$ cat src/rtl/cu_status.sv
// Compute-unit status stage: ASTAT/STKY registers, ureg access and the ASTAT push/pop stack.
// Optional macro CU_STATUS_RDBYP_EN exposes next-state values on the read/sequencer outputs.
module cu_status #(
  parameter int RF_DATASIZE = 16,
  parameter int STK_DEPTH   = 4
) (
  input  logic                   clk,
  input  logic                   reset,
  input  logic                   mul_ps_mv,
  input  logic                   mul_ps_mn,
  input  logic                   ps_mul_flgen,
  input  logic                   alu_ps_az,
  input  logic                   alu_ps_av,
  input  logic                   alu_ps_an,
  input  logic                   alu_ps_ac,
  input  logic                   ps_alu_flgen,
  input  logic [RF_DATASIZE-1:0] xb_dt,
  input  logic                   ps_sts_wen,
  input  logic                   ps_sts_sel,
  input  logic                   ps_sts_push,
  input  logic                   ps_sts_pop,
  output logic [RF_DATASIZE-1:0] sts_xb_dt,
  output logic [RF_DATASIZE-1:0] sts_astat,
  output logic [RF_DATASIZE-1:0] sts_stky,
  output logic                   sts_stk_full,
  output logic                   sts_stk_empty
);

  localparam int PW = $clog2(STK_DEPTH + 1);
  localparam int AW = $clog2(STK_DEPTH);
  localparam logic [PW-1:0] PTR_MAX  = PW'(STK_DEPTH);
  localparam logic [PW-1:0] PTR_ONE  = {{(PW-1){1'b0}}, 1'b1};
  localparam logic [PW-1:0] PTR_ZERO = {PW{1'b0}};

  logic [5:0]    astat_r;
  logic [5:0]    astat_flg_s;
  logic [5:0]    astat_nxt_s;
  logic          avs_r, mvs_r, sso_r, ssu_r;
  logic          avs_nxt_s, mvs_nxt_s, sso_nxt_s, ssu_nxt_s;
  logic [PW-1:0] ptr_r;
  logic [PW-1:0] ptr_nxt_s;
  logic [5:0]    stack_r [STK_DEPTH];
  logic [AW-1:0] wr_idx_s;
  logic [AW-1:0] rd_idx_s;
  logic          full_s, empty_s;
  logic          push_s, pop_s, push_ok_s, pop_ok_s;
  logic          astat_wen_s, stky_wen_s;
  logic          sse_out_s;
  logic [5:0]    astat_out_s;
  logic [RF_DATASIZE-1:0] astat_word_s;
  logic [RF_DATASIZE-1:0] stky_word_s;
  logic          unused_s;

  assign unused_s = ^xb_dt[RF_DATASIZE-1:6];

  // Stack control decode; simultaneous push and pop cancel each other.
  always_comb begin
    full_s      = (ptr_r == PTR_MAX);
    empty_s     = (ptr_r == PTR_ZERO);
    push_s      = ps_sts_push & ~ps_sts_pop;
    pop_s       = ps_sts_pop & ~ps_sts_push;
    push_ok_s   = push_s & ~full_s;
    pop_ok_s    = pop_s & ~empty_s;
    astat_wen_s = ps_sts_wen & ~ps_sts_sel;
    stky_wen_s  = ps_sts_wen & ps_sts_sel;
    wr_idx_s    = AW'(ptr_r);
    rd_idx_s    = AW'(ptr_r - PTR_ONE);
  end

  // ASTAT next state: flags, then ureg write, then pop (highest priority).
  always_comb begin
    astat_flg_s = astat_r;
    if (ps_mul_flgen) begin
      astat_flg_s[5:4] = {mul_ps_mn, mul_ps_mv};
    end else begin
      astat_flg_s[5:4] = astat_r[5:4];
    end
    if (ps_alu_flgen) begin
      astat_flg_s[3:0] = {alu_ps_ac, alu_ps_an, alu_ps_av, alu_ps_az};
    end else begin
      astat_flg_s[3:0] = astat_r[3:0];
    end
    if (pop_ok_s) begin
      astat_nxt_s = stack_r[rd_idx_s];
    end else if (astat_wen_s) begin
      astat_nxt_s = xb_dt[5:0];
    end else begin
      astat_nxt_s = astat_flg_s;
    end
  end

  // STKY next state: a write replaces the sticky bits but same-cycle events are OR-ed in.
  always_comb begin
    if (stky_wen_s) begin
      avs_nxt_s = xb_dt[0];
      mvs_nxt_s = xb_dt[1];
      sso_nxt_s = xb_dt[3];
      ssu_nxt_s = xb_dt[4];
    end else begin
      avs_nxt_s = avs_r;
      mvs_nxt_s = mvs_r;
      sso_nxt_s = sso_r;
      ssu_nxt_s = ssu_r;
    end
    avs_nxt_s = avs_nxt_s | (ps_alu_flgen & alu_ps_av);
    mvs_nxt_s = mvs_nxt_s | (ps_mul_flgen & mul_ps_mv);
    sso_nxt_s = sso_nxt_s | (push_s & full_s);
    ssu_nxt_s = ssu_nxt_s | (pop_s & empty_s);
  end

  // Stack pointer next state.
  always_comb begin
    case ({push_ok_s, pop_ok_s})
      2'b10:   ptr_nxt_s = ptr_r + PTR_ONE;
      2'b01:   ptr_nxt_s = ptr_r - PTR_ONE;
      default: ptr_nxt_s = ptr_r;
    endcase
  end

  // Status state registers.
  always_ff @(posedge clk or negedge reset) begin
    if (!reset) begin
      astat_r <= 6'h00;
      avs_r   <= 1'b0;
      mvs_r   <= 1'b0;
      sso_r   <= 1'b0;
      ssu_r   <= 1'b0;
      ptr_r   <= PTR_ZERO;
    end else begin
      astat_r <= astat_nxt_s;
      avs_r   <= avs_nxt_s;
      mvs_r   <= mvs_nxt_s;
      sso_r   <= sso_nxt_s;
      ssu_r   <= ssu_nxt_s;
      ptr_r   <= ptr_nxt_s;
    end
  end

  // Stack storage holds the pre-update ASTAT; deliberately not reset.
  always_ff @(posedge clk) begin
    if (push_ok_s) begin
      stack_r[wr_idx_s] <= astat_r;
    end
  end

  // Output view: registered state, or next state when read bypass is built in.
  always_comb begin
`ifdef CU_STATUS_RDBYP_EN
    astat_out_s = astat_nxt_s;
    sse_out_s   = (ptr_nxt_s == PTR_ZERO);
    stky_word_s = {{(RF_DATASIZE-5){1'b0}}, ssu_nxt_s, sso_nxt_s, sse_out_s, mvs_nxt_s, avs_nxt_s};
`else
    astat_out_s = astat_r;
    sse_out_s   = empty_s;
    stky_word_s = {{(RF_DATASIZE-5){1'b0}}, ssu_r, sso_r, sse_out_s, mvs_r, avs_r};
`endif
    astat_word_s = {{(RF_DATASIZE-6){1'b0}}, astat_out_s};
  end

  // Ureg read mux and sequencer outputs.
  always_comb begin
    if (ps_sts_sel) begin
      sts_xb_dt = stky_word_s;
    end else begin
      sts_xb_dt = astat_word_s;
    end
    sts_astat     = astat_word_s;
    sts_stky      = stky_word_s;
    sts_stk_full  = full_s;
    sts_stk_empty = empty_s;
  end

endmodule

$ cat config.mk
export PLATFORM = sky130hd
export DESIGN_NAME = cu_status
export DESIGN_NICKNAME = d
export VERILOG_FILES = /design/src/rtl/cu_status.sv
export SDC_FILE = /design/constraint.sdc
export NUM_CORES = 1
export LEC_CHECK = 0
export CORE_MARGIN = 10
export CORE_UTILIZATION = 47
export CTS_BUF_LIST = sky130_fd_sc_hd__clkbuf_16
export CTS_CLUSTER_DIAMETER = 30
export DETAILED_ROUTE_END_ITERATION = 10
export MAX_ROUTING_LAYER = met4
export PLACE_DENSITY = 0.86
export SETUP_SLACK_MARGIN = 0.1
export SLEW_MARGIN = 20
export SYNTH_ARGS = -nofsm -noshare
export SYNTH_HDL_FRONTEND = slang
export SYNTH_SLANG_ARGS = --single-unit
export TNS_END_PERCENT = 5
$ cat constraint.sdc
create_clock -name clk -period 4.35 [get_ports clk]
set_input_delay 1.305 -clock clk [delete_from_list [all_inputs] [get_ports clk]]
set_output_delay 1.305 -clock clk [all_outputs]
set_load 0.02 [all_outputs]
==> metrics.md <==
| Metric | Value |
|---|---|
| Hold violation count in the final report | `0` |
| Post-synth top cells | `buf_4, edfxtp_1, dfrtp_1, nand2_1, nor2_1` |
| Drt drc | `0` |
| Crit. End Element | `output port` |
| Vias per Instance | `4.988` |
| CTS sink count | `37` |
| Vias in the first global route | `1412` |
| Max-capacitance violation count | `0` |
| Hold Crit Class | `reg -> reg` |
| Count leader, synth | `buf_4` |
| Synthesized instance count | `164` |
| Synth unique cells | `28` |
| Fin crit period | `3.860 ns` |
| Worst-Margin Slew | `0.6037 ns` |
| Area leader, netlist | `edfxtp_1` |
| Top cells by area, synth | `edfxtp_1, dfrtp_1, buf_4` |
| P_leak | `0.0009966 uW` |
| Final Power | `1515 uW` |
| Worst Skew | `0.002488 ns` |
| CP Max Fanout | `7` |
| Vias | `1257` |
| H-tree levels | `2` |
| Hold endpoint | `ssu_r` |
| Post-Syn Area per Cell | `12.31 sq um` |
| Initial antenna violation count | `0` |
| Area Overhead vs Synth | `21.93%` |
| Clock Path Buffers | `2` |
| Total CTS buffers | `5` |
| Status | `complete, no violations` |
| Sequential share of the synthesized area | `51.80%` |
| Slowest CP cell | `clkdlybuf4s50_1` |
| Iter 0 DRT Violations | `141` |
| Post-CTS Hold Fix Bufs | `0` |
| Largest net degree at the start of global routing | `14` |
| Fin crit share | `88.73%` |
| CTS tree | `done` |
| Crit Path Class | `in -> out` |
| Critical path arrival | `2.55 ns` |
| RR Startpoint | `ptr_r[0]` |
| Hold Startpoint | `ssu_r` |
| #FFs+latches synth | `37` |
| Worst-skew pair later-pin latency | `0.28 ns` |
| Syn. warnings | `0` |
| Max Clk Rate | `259.1 MHz` |
| Post-Layout Cell Count | `252` |
| WL final | `4.587 mm` |
| Worst Hold Path Cells | `2` |
| Post-Syn Area | `0.002019 sq mm` |
| ANT nets after route | `0` |
| WP data required | `3.04 ns` |
| GR Util All Layers | `13.21%` |
| Row cnt | `23` |
| Final setup viols | `0` |
| Final WS setup | `0.4904 ns` |
| Post-synth EDFFs | `24` |
| Nets | `238` |
| Clock transition at the registers of the reported paths | `0.05 ns` |
| Top_reg_cell synth | `edfxtp_1` |
| DP Cell Count | `244` |
| TNS Setup | `0 ns` |
| First-pass GRT wire length | `7.376 mm` |
| DIE AREA | `0.007319 sq mm` |
| Share of layout cells above drive strength 1 | `10.40%` |
| GP Congestion | `0.8144` |
| Input/output buffers | `38` |
| Setup Slack @ Placement | `0.1200 ns` |
| Die Y | `85.55 microns` |
| CP max stage delay | `0.55 ns` |
| Routed WL per cell | `18.20 microns` |
| CP bufs+invs | `2` |
| R2R Setup Slk | `2.20 ns` |
| Core area | `0.004086 sq mm` |
| PD cells | `615.1 mW/mm^2` |
| Setup crit start kind | `input port` |
| Detailed Place HPWL | `3.537 mm` |
| Maximum vdd drop | `0.3648 mV` |
| Inserted Diodes | `0` |
| Starting Density | `49.42%` |
| Worst-path cell chain | `dlymetal6s2s_1 > mux2_2 > clkdlybuf4s50_1` |
| GR Overflow Total | `0` |
| RSZ-0062 raised after global routing | `false` |
| R2R cell count | `9` |
| Root Buffer | `clkbuf_16` |
| Delay-heaviest family, CP | `buffers and inverters` |
| R2R Path End | `ptr_r[2]` |
| Synth top area share | `35.69%` |
| Pre-Repair DR Iteration Count | `4` |
| Async set-reset flop share out of synthesis | `35.14%` |
| Rel. slew slack | `59.62%` |
| Slew Limit Fails | `0` |
| I/O pin total | `80` |
| Chip width | `85.55 microns` |
-- flip-flops by register name, indices dropped and copies added, names as in the netlist --
name         count
ssu_r            1
avs_r            1
mvs_r            1
stack_r         24
sso_r            1
ptr_r            3
astat_out_s      6
-- worst register-to-register path: stages, from the launching register on --
cell and delay, ns:
dfrtp_1 0.32, buf_4 0.21, inv_1 0.11, ha_1 0.21
ha_1 0.25, nor3b_2 0.17, buf_4 0.21, ha_1 0.31
o21ai_0 0.17, o21ai_0 0.09
-- cell type report --
class,count,area [sq um]
fillers,313,1624
flip-flops and latches,37,1046
multi-input cells,111,767.0
repair buffers,41,405.4
clock buffers,5,125.1
well taps,50,62.56
clock inverters,3,37.54
inverters,5,18.77
-- cell usage in the layout, fill, tap and decap left out, drive strengths merged, types with 3 or more instances in the layout --
| cell type | count |
|---|---|
| a211oi | 6 |
| and2 | 4 |
| buf | 3 |
| clkbuf | 5 |
| clkdlybuf4s50 | 37 |
| conb | 31 |
| dfrtp | 13 |
| edfxtp | 24 |
| ha | 7 |
| inv | 6 |
| mux2 | 5 |
| mux4 | 6 |
| nand2 | 10 |
| nor2 | 9 |
| nor2b | 8 |
| o21ai | 4 |
| o31ai | 6 |
-- worst max path at each step --
stage	start	to	slack, ns	cells past startpoint
5_1_grt	ps_sts_sel	sts_xb_dt[0]	0.45	3
4_1_cts	ps_sts_sel	sts_xb_dt[1]	0.11	3
3_3_place_gp	ps_sts_sel	sts_xb_dt[1]	0.10	3
6_report	ps_sts_sel	sts_xb_dt[3]	0.49	3
2_1_floorplan	ps_sts_sel	sts_xb_dt[0]	1.17	2
3_5_place_dp	ps_sts_sel	sts_xb_dt[3]	0.12	3
-- stage by stage --
| stage | cell area, sq um | util (%) | hold slack [ns] |
|---|---|---|---|
| CTS | 2460 | 60.20 | 0.5186 |
| detailed placement | 2297 | 56.22 | 0.5095 |
| finish | 2462 | 60.26 | 0.5188 |
| global placement | 2297 | 56.22 | 0.4972 |
| global route | 2462 | 60.26 | 0.5494 |
| floorplan | 2132 | - | 0.4798 |
-- per-layer routing --
| metal | GRT usage, % | vias up | wire [microns] | share of wire, % |
|---|---|---|---|---|
| met5 | - | - | 0 | 0 |
| met3 | 6.149 | 9 | 379 | 8.3 |
| met2 | 20.84 | 55 | 2288 | 50 |
| li1 | - | 586 | - | - |
| met4 | 4.042 | 0 | 70 | 1.5 |
| met1 | 14.58 | 607 | 1849 | 40 |
-- power breakdown --
group | switching, uW | internal, uW
clock | 128 | 266
sequential | 65.6 | 469
combinational | 307 | 279
total | 500 | 1010
-- cells by family after synthesis --
group	Yosys count	synth area share, %
AOI/OAI and AO/OA	19	6.691
xor gates and xnor gates	2	0.8676
adders and majority gates	7	4.337
buffers and inverters	46	15.80
DFF	37	51.80
muxes	12	9.975
other	1	0.1857
and+or+nand+nor	40	10.35
-- repair_timing --
action	4_1_cts	5_1_grt
setup buffers	0	0
resized for setup	0	1
endpoints found under the setup margin	0	6
Note: power is estimated with default switching activity, not from simulation.
